**src/rtl/ppu_pkg.sv**
```systemverilog
// Shared posit types and constants for the PPU datapath.
// Used by the conditioning logic, the arithmetic core and the bypass pipe.
package ppu_pkg;

  localparam int unsigned POSIT_W        = 16;
  localparam int unsigned PIPE_DEPTH_DEF = 3;

  typedef struct packed {
    logic [POSIT_W-1:0] bits;
  } posit_t;

  typedef struct packed {
    posit_t posit;
    logic   special_tag;
  } posit_special_t;

  localparam posit_t ZERO = '0;
  localparam posit_t NAR  = '{bits: {1'b1, {(POSIT_W-1){1'b0}}}};

  function automatic logic is_nar(input posit_t p);
    return p == NAR;
  endfunction

endpackage

```
**src/rtl/bypass_stage.sv**
```systemverilog
// One bypass pipeline register: {vld, tag, bits} with load enable.
// Ports: clk, rst_n (sync, active-low), en, d_* in, q_* out.
module bypass_stage #(
  parameter int unsigned W = 16
) (
  input  logic         clk,
  input  logic         rst_n,
  input  logic         en,
  input  logic         d_vld,
  input  logic         d_tag,
  input  logic [W-1:0] d_bits,
  output logic         q_vld,
  output logic         q_tag,
  output logic [W-1:0] q_bits
);

  always_ff @(posedge clk) begin
    if (!rst_n) begin
      q_vld  <= 1'b0;
      q_tag  <= 1'b0;
      q_bits <= '0;
    end else if (en) begin
      q_vld  <= d_vld;
      q_tag  <= d_tag;
      q_bits <= d_bits;
    end
  end

endmodule

```
**src/rtl/special_bypass_pipe.sv**
```systemverilog
// Delays the special-case verdict in lockstep with the PPU core and
// picks bypass vs core result at the tail; owns handshake and stall.
// Ports: clk_i, rst_ni, in_valid_i/in_ready_o, p_special_i,
//   core_result_i, core_stall_o, out_valid_o/out_ready_i,
//   result_o, special_o, occupancy_o.
module special_bypass_pipe
  import ppu_pkg::*;
#(
  parameter int unsigned N          = POSIT_W,
  parameter int unsigned PIPE_DEPTH = PIPE_DEPTH_DEF,
  localparam int unsigned OW        = $clog2(PIPE_DEPTH + 1)
) (
  input  logic           clk_i,
  input  logic           rst_ni,
  input  logic           in_valid_i,
  output logic           in_ready_o,
  input  posit_special_t p_special_i,
  input  logic [N-1:0]   core_result_i,
  output logic           core_stall_o,
  output logic           out_valid_o,
  input  logic           out_ready_i,
  output logic [N-1:0]   result_o,
  output logic           special_o,
  output logic [OW-1:0]  occupancy_o
);

  localparam int unsigned T = PIPE_DEPTH - 1;

  logic [PIPE_DEPTH-1:0] vld;
  logic [PIPE_DEPTH-1:0] tag;
  logic [N-1:0]          bits [PIPE_DEPTH];
  logic                  advance;
  logic                  inc;
  logic                  dec;

  // Global stall: every stage moves together so the core stays aligned.
  assign advance      = ~vld[T] | out_ready_i;
  assign in_ready_o   = advance;
  assign core_stall_o = ~advance;

  for (genvar k = 0; k < PIPE_DEPTH; k++) begin : g_stage
    if (k == 0) begin : g_head
      bypass_stage #(.W(N)) u_stage (
        .clk    (clk_i),
        .rst_n  (rst_ni),
        .en     (advance),
        .d_vld  (in_valid_i),
        .d_tag  (p_special_i.special_tag),
        .d_bits (N'(p_special_i.posit.bits)),
        .q_vld  (vld[k]),
        .q_tag  (tag[k]),
        .q_bits (bits[k])
      );
    end else begin : g_body
      bypass_stage #(.W(N)) u_stage (
        .clk    (clk_i),
        .rst_n  (rst_ni),
        .en     (advance),
        .d_vld  (vld[k-1]),
        .d_tag  (tag[k-1]),
        .d_bits (bits[k-1]),
        .q_vld  (vld[k]),
        .q_tag  (tag[k]),
        .q_bits (bits[k])
      );
    end
  end

  assign out_valid_o = vld[T];
  assign result_o    = tag[T] ? bits[T] : core_result_i;
  assign special_o   = vld[T] & tag[T];

  assign inc = advance & in_valid_i;
  assign dec = out_valid_o & out_ready_i;

  always_ff @(posedge clk_i) begin
    if (!rst_ni) begin
      occupancy_o <= '0;
    end else if (inc & ~dec) begin
      occupancy_o <= occupancy_o + OW'(1);
    end else if (dec & ~inc) begin
      occupancy_o <= occupancy_o - OW'(1);
    end
  end

  occ_matches_vld: assert property (
    @(posedge clk_i) disable iff (!rst_ni)
    occupancy_o == OW'($countones(vld))
  );

endmodule
```
**config.mk**
```make
export PLATFORM = sky130hd
export DESIGN_NAME = special_bypass_pipe
export DESIGN_NICKNAME = d
export VERILOG_FILES = /design/src/rtl/ppu_pkg.sv /design/src/rtl/bypass_stage.sv /design/src/rtl/special_bypass_pipe.sv
export SDC_FILE = /design/constraint.sdc
export NUM_CORES = 1
export LEC_CHECK = 0
export BUFFER_PORTS_ARGS = -buffer_cell sky130_fd_sc_hd__buf_2
export CORE_ASPECT_RATIO = 1.4
export CORE_MARGIN = 8
export CORE_UTILIZATION = 25
export DETAILED_ROUTE_END_ITERATION = 8
export PLACE_DENSITY_LB_ADDON = 0.2
export RECOVER_POWER = 100
export SYNTH_ARGS = -nofsm -noshare
export SYNTH_HDL_FRONTEND = slang
export SYNTH_SLANG_ARGS = --single-unit
```
**constraint.sdc**
```tcl
create_clock -name clk_i -period 1.3 [get_ports clk_i]
set_input_delay 0.13 -clock clk_i [delete_from_list [all_inputs] [get_ports clk_i]]
set_output_delay 0.13 -clock clk_i [all_outputs]
set_load 0.01 [all_outputs]
```
==> flow_summary.rst, run 1 <==
.. list-table::
   :header-rows: 1

   * - Metric
     - Value
   * - Max-capacitance violation count
     - 0
   * - Antenna Diode Count
     - 0
   * - Worst reg2reg path endpoint
     - g_stage[1].g_body.u_stage.q_bits[12]$_SDFFE_PN0N_
   * - Slew of the pin with the lowest slew margin
     - 0.353 ns
   * - Setup repair after global routing missed its margin
     - true
   * - Status
     - finished, violations left
   * - Final global-route overflow total
     - 0
   * - Total iterations of the first detailed-routing run
     - 4
   * - Number of nets with antenna violations after detailed routing
     - 0
   * - Number of fill cells
     - 997
   * - Number of DRC violations after detailed-routing iteration 0
     - 92
   * - Global-route total usage across every layer
     - 8.90%
   * - Via count of the first global-routing pass
     - 1873
   * - X dimension of the die
     - 98.7 µm
   * - Crit share post-route
     - 108%
   * - F_max
     - 0.714 GHz
   * - Startpoint of the worst register-to-register path
     - g_stage[2].g_body.u_stage.q_vld$_SDFFE_PN0N_
   * - Net count, final
     - 358
   * - Maximum number of pins on one net before global-route repair
     - 44
   * - Clock sink count
     - 56
   * - Warnings from Yosys
     - 0
   * - Critical path start-end classification
     - flip-flop to output port
   * - Share of post-route cells with drive strength above 1
     - 34.3%
   * - Hold Path End
     - g_stage[0].g_head.u_stage.q_bits[4]$_SDFFE_PN0N_
   * - Cell area after synthesis
     - 2390 µm²
   * - Top cell type's share of synthesized area
     - 46.9%
   * - Die footprint
     - 13000 µm²
   * - Cell area after layout
     - 3140 µm²
   * - Final worst path period need
     - 1.40 ns
   * - Endpoint kind of the worst setup timing path
     - output port
   * - Worst Path Arrival
     - 1.27 ns
   * - Biggest fanout along the worst timing path
     - 7
   * - Master cell of the clock root buffer
     - sky130_fd_sc_hd__clkbuf_16
   * - Data required time at the worst endpoint
     - 1.17 ns
   * - Most frequent cells in the layout
     - sky130_fd_sc_hd__nand2_1, sky130_fd_sc_hd__dfxtp_1, sky130_fd_sc_hd__buf_2, sky130_fd_sc_hd__a21boi_1, sky130_fd_sc_hd__buf_6
   * - Hold path cells
     - 3
   * - Wire length of the first global-routing pass
     - 9320 µm
   * - Largest area contributor in the synthesized netlist
     - sky130_fd_sc_hd__dfxtp_1
   * - Total power divided by cell area
     - 1160 nW/µm²
   * - Final-report setup violation count
     - 18
   * - Slack of the worst reg-to-reg path
     - 0.01 ns
   * - Hold Startpoint
     - p_special_i[5]
   * - Antenna violations before repair
     - 0
   * - Top cells by area, synth
     - sky130_fd_sc_hd__dfxtp_1, sky130_fd_sc_hd__nand2_1, sky130_fd_sc_hd__a21boi_1, sky130_fd_sc_hd__mux2_2, sky130_fd_sc_hd__a21boi_2
   * - TritonCTS Buffers
     - 5
   * - Relative slew margins
     - 76.4%
   * - Clock transition at the register clock pins on the worst setup and hold paths after CTS
     - 0.07 ns
   * - Share of the yosys chip area belonging to registers
     - 46.9%
   * - IO Pins
     - 59
   * - Skew-Pair Late Insertion Delay
     - 0.29 ns
   * - Final count of pins violating max slew
     - 0
   * - Violations in the final reports
     - setup timing
   * - Setup TNS
     - -1.53 ns
   * - Number of nets in the synthesized netlist
     - 301
   * - Leakage power figure
     - 0.00132 µW
   * - Netlist cell types
     - 19
   * - Length in cells of the worst reg-to-reg path
     - 4
   * - Post-layout worst setup margin
     - -0.100 ns
   * - CORE AREA
     - 9410 µm²
   * - Final HPWL DP
     - 3560 µm
   * - Area Overhead vs Synth
     - 31.3%
   * - Row cnt
     - 42
   * - Y dimension of the die
     - 132 µm
   * - Flop and latch count out of synthesis
     - 56
   * - Worst supply voltage drop on vdd
     - 0.446 mV
   * - Drt via density
     - 4.31
   * - Starting Density
     - 25.4%
   * - Leading cell type in the layout, fill and taps excluded
     - sky130_fd_sc_hd__nand2_1
   * - Drt total wl
     - 5990 µm
   * - Residual DRC count
     - 0
   * - I/O Buffers
     - 58
   * - Setup slack after placement
     - 0.114 ns
   * - WL/cell
     - 13.9 µm
   * - Instance area at placement
     - 2740 µm²
   * - H-tree level count
     - 2
   * - Syn Area/Cell
     - 9.06 µm²
   * - Post-synthesis instance total
     - 264
   * - Overall Power
     - 3660 µW
   * - Maximum clock skew at final layout
     - 0.00392 ns
   * - Placer Congestion
     - 0.618
   * - Vias after detailed routing
     - 1858
   * - Worst Setup Start Kind
     - flip-flop
   * - Maximum count of clock buffers along a single path
     - 2
   * - Fraction of the core area covered by cells at the end of the flow
     - 33.4%
   * - Clock tree from TritonCTS
     - built
   * - Worst hold path class
     - input port to flip-flop
   * - Endpoints failing hold
     - 0
-- worst max path at each step --
stage                     slack, ns                                                to  cells past startpoint                                    startpoint
final                          -0.1                                       result_o[2]                      3  g_stage[2].g_body.u_stage.q_tag$_SDFFE_PN0N_
after detailed placement       0.11  g_stage[2].g_body.u_stage.q_bits[8]$_SDFFE_PN0N_                      4  g_stage[2].g_body.u_stage.q_vld$_SDFFE_PN0N_
after global routing          -0.15                                      result_o[15]                      3  g_stage[2].g_body.u_stage.q_tag$_SDFFE_PN0N_
after floorplan                0.16                                       result_o[0]                      3  g_stage[2].g_body.u_stage.q_tag$_SDFFE_PN0N_
after global placement         0.14  g_stage[2].g_body.u_stage.q_bits[8]$_SDFFE_PN0N_                      4  g_stage[2].g_body.u_stage.q_vld$_SDFFE_PN0N_
after CTS                     -0.12                                       result_o[2]                      3  g_stage[2].g_body.u_stage.q_tag$_SDFFE_PN0N_
-- flip-flops by register name (all words and copies together) (netlist names) --
signal                         count
g_stage.g_head.u_stage.q_vld       1
g_stage.g_head.u_stage.q_bits     16
g_stage.g_body.u_stage.q_vld       2
g_stage.g_body.u_stage.q_bits     32
g_stage.g_head.u_stage.q_tag       1
occupancy_o                        2
g_stage.g_body.u_stage.q_tag       2
-- final cells by class --
class	count	area (µm²)	area share [%]
repair inverters	2	17.5	0.558
repair buffers	67	517	16.5
inverters	1	16.3	0.518
well taps	110	138	4.38
flip-flops and latches	56	1130	36.0
clock buffers	7	153	4.86
multi-input cells	188	1170	37.3
-- report_power, final --
group | internal [µW] | switching, µW
registers | 1800 | 46.8
clock network | 809 | 579
logic | 241 | 185
total | 2850 | 811
-- per-stage QoR --
step	instances	hold slack (ns)
after floorplan	264	0.269
after global placement	418	0.375
after detailed placement	418	0.383
after CTS	426	0.0655
after global routing	431	0.0771
final	431	0.0707
-- layer usage --
layer | global-route usage (%) | share of wire (%) | wire (µm)
met1 | 10.7 | 47 | 2840
met2 | 13.8 | 46 | 2750
met3 | 2.75 | 4.7 | 280
met4 | 4.88 | 2.1 | 126
met5 | 0 | 0 | 0
-- critical path, stage by stage, from the launching register on --
cell and delay (ns):
sky130_fd_sc_hd__dfxtp_4 0.38, sky130_fd_sc_hd__clkbuf_16 0.17, sky130_fd_sc_hd__mux2_4 0.30, sky130_fd_sc_hd__buf_6 0.12
-- synth_stat cells (all sizes together) --
cell	instances
nand2	109
dfxtp	56
a21boi	53
mux2	16
buf	14
clkbuf	5
mux2i	3
nand2b	3
and2	1
inv	1
nand3b	1
o21a	1
o31ai	1
-- what timing repair did --
action / 4_1_cts / 5_1_grt
resized for setup: 22 / 16
pin swaps: 0 / 0
gates cloned: 1 / 3
endpoints found under the setup margin: 18 / 18
buffers inserted: 0 / 2
hold buffers: 0 / 0
-- cells by family after synthesis --
kind of cell | count (synthesis) | synth area share, %
compound gates | 55 | 18.5
flops | 56 | 46.9
buf+inv | 20 | 6.49
simple gates | 114 | 19.3
mux | 19 | 8.79
(Power assumes the default switching activity.)
==> run 2, diff against run 1 <==
--- a/config.mk
+++ b/config.mk
@@ -11,7 +11,7 @@
 export CORE_UTILIZATION = 25
 export DETAILED_ROUTE_END_ITERATION = 8
 export PLACE_DENSITY_LB_ADDON = 0.2
-export RECOVER_POWER = 100
+export RECOVER_POWER = 25
 export SYNTH_ARGS = -nofsm -noshare
 export SYNTH_HDL_FRONTEND = slang
 export SYNTH_SLANG_ARGS = --single-unit
==> flow_summary.rst, run 2 (synthesis gave the netlist of run 1 again) <==
.. list-table::
   :header-rows: 1

   * - Metric
     - Value
   * - Wire length of the first global-routing pass
     - 9320 µm (unchanged)
   * - Clock sink count
     - 56 (unchanged)
   * - Biggest fanout along the worst timing path
     - 7 (unchanged)
   * - H-tree level count
     - 2 (unchanged)
   * - Final HPWL DP
     - 3560 µm (unchanged)
   * - Cell area after layout
     - 3140 µm² (unchanged)
   * - Number of buffers inserted for hold repair after clock tree synthesis
     - 0 (unchanged)
   * - Share of post-route cells with drive strength above 1
     - 34.3% (unchanged)
   * - F_max
     - 0.714 GHz (unchanged)
   * - Total power divided by cell area
     - 1160 nW/µm² (about the same)
   * - IO Pins
     - 59 (unchanged)
   * - Worst Setup Start Kind
     - flip-flop (unchanged)
   * - Worst hold path class
     - input port to flip-flop (unchanged)
   * - Net count, final
     - 358 (unchanged)
   * - Data required time at the worst endpoint
     - 1.17 ns (about the same)
   * - Antenna Diode Count
     - 0 (unchanged)
   * - Die footprint
     - 13000 µm² (unchanged)
   * - Skew-Pair Late Insertion Delay
     - 0.29 ns (about the same)
   * - Final count of pins violating max slew
     - 0 (unchanged)
   * - Most frequent cells in the layout
     - sky130_fd_sc_hd__nand2_1, sky130_fd_sc_hd__dfxtp_1, sky130_fd_sc_hd__buf_2, sky130_fd_sc_hd__a21boi_1, sky130_fd_sc_hd__buf_6 (unchanged)
   * - Master cell of the clock root buffer
     - sky130_fd_sc_hd__clkbuf_16 (unchanged)
   * - Critical path start-end classification
     - flip-flop to output port (unchanged)
   * - Relative slew margins
     - 76.4% (unchanged)
   * - WL/cell
     - 13.9 µm (unchanged)
   * - Residual DRC count
     - 0 (unchanged)
   * - Area Overhead vs Synth
     - 31.3% (unchanged)
   * - Biggest register
     - g_stage.g_body.u_stage.q_bits (unchanged)
   * - Drt via density
     - 4.31 (unchanged)
   * - Worst Path Arrival
     - 1.27 ns (about the same)
   * - Row cnt
     - 42 (unchanged)
   * - Antenna violations before repair
     - 0 (unchanged)
   * - Largest registers
     - g_stage.g_body.u_stage.q_bits x32, g_stage.g_head.u_stage.q_bits x16 (unchanged)
   * - Endpoints failing hold
     - 0 (unchanged)
   * - Starting Density
     - 25.4% (unchanged)
   * - Y dimension of the die
     - 132 µm (unchanged)
   * - Maximum count of clock buffers along a single path
     - 2 (unchanged)
   * - Number of DRC violations after detailed-routing iteration 0
     - 92 (unchanged)
   * - I/O Buffers
     - 58 (unchanged)
   * - Crit share post-route
     - 108% (unchanged)
   * - Status
     - finished, violations left (unchanged)
   * - Worst supply voltage drop on vdd
     - 0.446 mV (unchanged)
   * - Setup TNS
     - -1.53 ns (unchanged)
   * - Global-route total usage across every layer
     - 8.90% (unchanged)
   * - Total iterations of the first detailed-routing run
     - 4 (unchanged)
   * - Max reg flops
     - 32 (unchanged)
   * - Post-layout worst setup margin
     - -0.100 ns (unchanged)
   * - TritonCTS Buffers
     - 5 (unchanged)
   * - Vias after detailed routing
     - 1858 (unchanged)
   * - Drt total wl
     - 5990 µm (unchanged)
   * - Via count of the first global-routing pass
     - 1873 (unchanged)
   * - Max-capacitance violation count
     - 0 (unchanged)
   * - Clock tree from TritonCTS
     - built (unchanged)
   * - Endpoint kind of the worst setup timing path
     - output port (unchanged)
   * - Violations in the final reports
     - setup timing (unchanged)
   * - CORE AREA
     - 9410 µm² (unchanged)
   * - Fraction of the core area covered by cells at the end of the flow
     - 33.4% (unchanged)
   * - Slew of the pin with the lowest slew margin
     - 0.353 ns (unchanged)
   * - X dimension of the die
     - 98.7 µm (unchanged)
   * - Final worst path period need
     - 1.40 ns (unchanged)
   * - Overall Power
     - 3660 µW (about the same)
   * - Instance area at placement
     - 2740 µm² (unchanged)
   * - Final global-route overflow total
     - 0 (unchanged)
   * - Leakage power figure
     - 0.00132 µW (about the same)
   * - Maximum clock skew at final layout
     - 0.00392 ns (unchanged)
   * - Maximum number of pins on one net before global-route repair
     - 44 (unchanged)
   * - Setup repair after global routing missed its margin
     - true (unchanged)
   * - Clock transition at the register clock pins on the worst setup and hold paths after CTS
     - 0.07 ns (about the same)
   * - Number of nets with antenna violations after detailed routing
     - 0 (unchanged)
   * - Final-report setup violation count
     - 18 (unchanged)
   * - Placer Congestion
     - 0.618 (unchanged)
   * - Leading cell type in the layout, fill and taps excluded
     - sky130_fd_sc_hd__nand2_1 (unchanged)
[run 2: cell count changes in the layout (fill, tap and decap cells not counted)]
cell                       delta
sky130_fd_sc_hd__buf_2        +1
sky130_fd_sc_hd__clkbuf_2     -1
[run 2: final timing paths]
path,from,cells after the start,slack (ns),end
setup / recovery,g_stage[2].g_body.u_stage.q_tag$_SDFFE_PN0N_,3,-0.1,result_o[2]
hold / removal,p_special_i[5],3,0.07,g_stage[0].g_head.u_stage.q_bits[4]$_SDFFE_PN0N_
setup reg to reg,g_stage[2].g_body.u_stage.q_vld$_SDFFE_PN0N_,4,0.01,g_stage[1].g_body.u_stage.q_bits[12]$_SDFFE_PN0N_
hold reg to reg,g_stage[1].g_body.u_stage.q_tag$_SDFFE_PN0N_,2,0.45,g_stage[2].g_body.u_stage.q_tag$_SDFFE_PN0N_
[run 2: layer usage]
layer	track usage [%]	wire, µm	up-vias	share of wire (%)
met1	10.7	2840	845	47
li1	-	-	972	-
met2	13.8	2750	34	46
met4	4.88	126	0	2.1
met3	2.75	280	7	4.7
met5	0	0	-	0
[run 2: layout make-up]
| type | instances | area (µm²) |
|---|---|---|
| flip-flops and latches | 56 | 1130 |
| well taps | 110 | 138 |
| repair buffers | 67 | 517 |
| clock buffers | 7 | 153 |
| inverters | 1 | 16.3 |
| multi-input cells | 188 | 1170 |
| repair inverters | 2 | 17.5 |
| fillers | 997 | 6270 |
[run 2: critical path, cell delays in order (launching register included)]
cell,delay (ns)
sky130_fd_sc_hd__dfxtp_4,0.38
sky130_fd_sc_hd__clkbuf_16,0.17
sky130_fd_sc_hd__mux2_4,0.30
sky130_fd_sc_hd__buf_6,0.12
[run 2: power breakdown]
part           internal [µW]  switching [µW]
clock                    809             579
combinational            241             185
sequential              1800            46.8
total                   2850             811
[run 2: stage by stage]
stage          setup WS, ns  hold slack (ns)  instances
6_report             -0.100           0.0707        431
3_3_place_gp          0.138            0.375        418
3_5_place_dp          0.114            0.383        418
2_1_floorplan         0.164            0.269        264
5_1_grt              -0.147           0.0771        431
4_1_cts              -0.120           0.0655        426
[run 2: what timing repair did]
item	CTS	global route
resized for setup	22	16
buffers inserted	0	2
hold endpoints to repair	0	0
setup endpoints to repair	18	18
cloned	1	3
==> run 3, diff against run 2 <==
--- a/config.mk
+++ b/config.mk
@@ -6,6 +6,8 @@
 export NUM_CORES = 1
 export LEC_CHECK = 0
 export BUFFER_PORTS_ARGS = -buffer_cell sky130_fd_sc_hd__buf_2
+export CELL_PAD_IN_SITES_DETAIL_PLACEMENT = 2
+export CELL_PAD_IN_SITES_GLOBAL_PLACEMENT = 2
 export CORE_ASPECT_RATIO = 1.4
 export CORE_MARGIN = 8
 export CORE_UTILIZATION = 25
==> flow_summary.rst, run 3 (synthesis gave the netlist of run 1 again) <==
.. list-table::
   :header-rows: 1

   * - Metric
     - Value
   * - Status
     - finished, violations left (unchanged)
   * - Violations in the final reports
     - setup timing (unchanged)
   * - Slew of the pin with the lowest slew margin
     - 0.291 ns (was 0.353 ns)
   * - Y dimension of the die
     - 132 µm (unchanged)
   * - Clock transition at the register clock pins on the worst setup and hold paths after CTS
     - 0.07 ns (about the same)
   * - TritonCTS Buffers
     - 5 (unchanged)
   * - Worst Path Arrival
     - 1.28 ns (was 1.27 ns)
   * - Number of DRC violations after detailed-routing iteration 0
     - 46 (was 92)
   * - Placer Congestion
     - 0.681 (was 0.618)
   * - Residual DRC count
     - 0 (unchanged)
   * - Setup TNS
     - -1.60 ns (was -1.53 ns)
   * - Final Non-Filler Cells
     - 430 (was 431)
   * - Row cnt
     - 42 (unchanged)
   * - I/O Buffers
     - 58 (unchanged)
   * - Setup repair after global routing missed its margin
     - true (unchanged)
   * - Critical path start-end classification
     - flip-flop to output port (unchanged)
   * - Fraction of the core area covered by cells at the end of the flow
     - 32.5% (was 33.4%)
   * - Biggest fanout along the worst timing path
     - 18 (was 7)
   * - Beginning of the critical path
     - g_stage[2].g_body.u_stage.q_tag$_SDFFE_PN0N_ (unchanged)
   * - Final global-route overflow total
     - 0 (unchanged)
   * - Flop pwr share
     - 52.2% (was 50.4%)
   * - Endpoint kind of the worst setup timing path
     - output port (unchanged)
   * - Slack of the worst reg-to-reg path
     - 0.02 ns (was 0.01 ns)
   * - Max reg flops
     - 32 (unchanged)
   * - Final worst path period need
     - 1.41 ns (was 1.40 ns)
   * - F_max
     - 0.710 GHz (was 0.714 GHz)
   * - CORE AREA
     - 9410 µm² (unchanged)
   * - Net count, final
     - 357 (was 358)
   * - Clock tree from TritonCTS
     - built (unchanged)
   * - Starting Density
     - 25.4% (unchanged)
   * - Hold Path End
     - g_stage[0].g_head.u_stage.q_bits[6]$_SDFFE_PN0N_ (was g_stage[0].g_head.u_stage.q_bits[4]$_SDFFE_PN0N_)
   * - Master cell of the clock root buffer
     - sky130_fd_sc_hd__clkbuf_16 (unchanged)
   * - Logic gate share of total power
     - 11.5% (was 11.7%)
   * - Data required time at the worst endpoint
     - 1.17 ns (about the same)
   * - Final count of pins violating max slew
     - 0 (unchanged)
   * - Leading cell type in the layout, fill and taps excluded
     - sky130_fd_sc_hd__nand2_1 (unchanged)
   * - Biggest register
     - g_stage.g_body.u_stage.q_bits (unchanged)
   * - NetSw
     - 811 µW (about the same)
   * - Relative slew margins
     - 80.4% (was 76.4%)
   * - Number of buffers inserted for hold repair after clock tree synthesis
     - 0 (unchanged)
   * - Instance area at placement
     - 2750 µm² (was 2740 µm²)
   * - Endpoints failing hold
     - 0 (unchanged)
   * - Final HPWL DP
     - 3990 µm (was 3560 µm)
   * - Via count of the first global-routing pass
     - 2112 (was 1873)
   * - Hold path cells
     - 3 (unchanged)
   * - Most frequent cells in the layout
     - sky130_fd_sc_hd__nand2_1, sky130_fd_sc_hd__dfxtp_1, sky130_fd_sc_hd__buf_2, sky130_fd_sc_hd__a21boi_1, sky130_fd_sc_hd__buf_6 (unchanged)
   * - Post-layout worst setup margin
     - -0.108 ns (was -0.100 ns)
   * - Total iterations of the first detailed-routing run
     - 4 (unchanged)
   * - Wire length of the first global-routing pass
     - 10500 µm (was 9320 µm)
   * - Die footprint
     - 13000 µm² (unchanged)
   * - Hold Startpoint
     - p_special_i[7] (was p_special_i[5])
   * - Startpoint of the worst register-to-register path
     - g_stage[2].g_body.u_stage.q_vld$_SDFFE_PN0N_ (unchanged)
   * - Antenna Diode Count
     - 0 (unchanged)
   * - Cell area after layout
     - 3050 µm² (was 3140 µm²)
   * - Maximum number of pins on one net before global-route repair
     - 59 (was 44)
   * - Global-route total usage across every layer
     - 10.0% (was 8.90%)
   * - Length in cells of the worst reg-to-reg path
     - 5 (was 4)
   * - X dimension of the die
     - 98.7 µm (unchanged)
   * - Worst supply voltage drop on vdd
     - 0.459 mV (was 0.446 mV)
   * - Relative contribution of the clock network to total power
     - 36.3% (was 38.0%)
   * - Maximum clock skew at final layout
     - 0.00198 ns (was 0.00392 ns)
   * - WL/cell
     - 14.9 µm (was 13.9 µm)
   * - Largest registers
     - g_stage.g_body.u_stage.q_bits x32, g_stage.g_head.u_stage.q_bits x16 (unchanged)
   * - Number of nets with antenna violations after detailed routing
     - 0 (unchanged)
   * - Antenna violations before repair
     - 0 (unchanged)
   * - Max-capacitance violation count
     - 0 (unchanged)
   * - Worst Setup Start Kind
     - flip-flop (unchanged)
   * - Vias after detailed routing
     - 1898 (was 1858)
   * - Number of placed instances, taps included
     - 417 (was 418)
   * - Maximum count of clock buffers along a single path
     - 2 (unchanged)
   * - Worst reg2reg path endpoint
     - g_stage[0].g_head.u_stage.q_bits[0]$_SDFFE_PN0N_ (was g_stage[1].g_body.u_stage.q_bits[12]$_SDFFE_PN0N_)
   * - Internal cell power
     - 2730 µW (was 2850 µW)
   * - Worst hold path class
     - input port to flip-flop (unchanged)
   * - Switching share of power
     - 22.9% (was 22.2%)
   * - Clock sink count
     - 56 (unchanged)
   * - Crit share post-route
     - 108% (about the same)
   * - IO Pins
     - 59 (unchanged)
   * - Area Overhead vs Synth
     - 27.7% (was 31.3%)
   * - Drt via density
     - 4.41 (was 4.31)
   * - Skew-Pair Late Insertion Delay
     - 0.29 ns (about the same)
   * - Leakage power figure
     - 0.00126 µW (was 0.00132 µW)
   * - Final-report setup violation count
     - 18 (unchanged)
   * - Share of post-route cells with drive strength above 1
     - 33.1% (was 34.3%)
   * - H-tree level count
     - 2 (unchanged)
   * - Drt total wl
     - 6400 µm (was 5990 µm)
   * - Setup slack after placement
     - -0.00191 ns (was 0.114 ns)
   * - Total power divided by cell area
     - 1160 nW/µm² (about the same)
run 3: cell types whose count changed in the layout (fill, tap and decap cells not counted), sizes merged:
| cell | previous run | this run |
|---|---|---|
| clkinv | 0 | 1 |
| buf | 61 | 63 |
| inv | 3 | 2 |
| clkbuf | 13 | 10 |
run 3: cell type report:
| cell class | instances | area [µm²] |
|---|---|---|
| Sequential cell | 56 | 1120 |
| Clock inverter | 1 | 5.00 |
| Timing Repair Buffer | 67 | 504 |
| Multi-Input combinational cell | 188 | 1130 |
| Clock buffer | 6 | 129 |
| Fill cell | 1082 | 6350 |
| Inverter | 1 | 16.3 |
| Tap cell | 110 | 138 |
| Timing Repair inverter | 1 | 8.76 |
run 3: timing repair:
action / in CTS / in global routing
cloned: 2 / 1
gates resized for setup: 17 / 7
endpoints found under the setup margin: 19 / 41
setup buffers: 2 / 1
run 3: how the worst max path moves through the flow:
stage	slack (ns)	cells after the start	to
after global routing	-0.15	3	result_o[8]
after CTS	-0.13	3	result_o[1]
after detailed placement	-0.002	4	g_stage[2].g_body.u_stage.q_bits[13]$_SDFFE_PN0N_
after global placement	0.11	3	core_stall_o
final	-0.11	3	result_o[8]
after floorplan	0.16	3	result_o[0]
run 3: power by group through the flow:
| stage | Clock, µW | Sequential [µW] | Combinational, µW |
|---|---|---|---|
| 2_1_floorplan | 0 | 1870 | 226 |
| 3_3_place_gp | 0 | 1880 | 353 |
| 3_5_place_dp | 0 | 1890 | 362 |
| 4_1_cts | 1360 | 1850 | 415 |
| 5_1_grt | 1410 | 1860 | 453 |
| 6_report | 1280 | 1850 | 407 |
run 3: per-stage QoR:
step,total power [µW],hold WS (ns)
after CTS,3620,0.0708
after global routing,3720,0.0860
after global placement,2230,0.377
after floorplan,2100,0.269
final,3540,0.0788
after detailed placement,2250,0.385
run 3: per-layer routing:
metal / GRT usage, % / wire length [µm] / share of wire (%) / vias up
li1: - / - / - / 967
met1: 11.4 / 2980 / 46 / 890
met2: 17.1 / 3010 / 47 / 36
met3: 2.75 / 313 / 4.9 / 5
met4: 4.11 / 106 / 1.7 / 0
met5: 0 / 0 / 0 / -
run 3: critical path, cell delays in order (launching register included):
cell                      delay [ns]
sky130_fd_sc_hd__dfxtp_2        0.35
sky130_fd_sc_hd__buf_12         0.16
sky130_fd_sc_hd__mux2_2         0.35
sky130_fd_sc_hd__buf_6          0.12
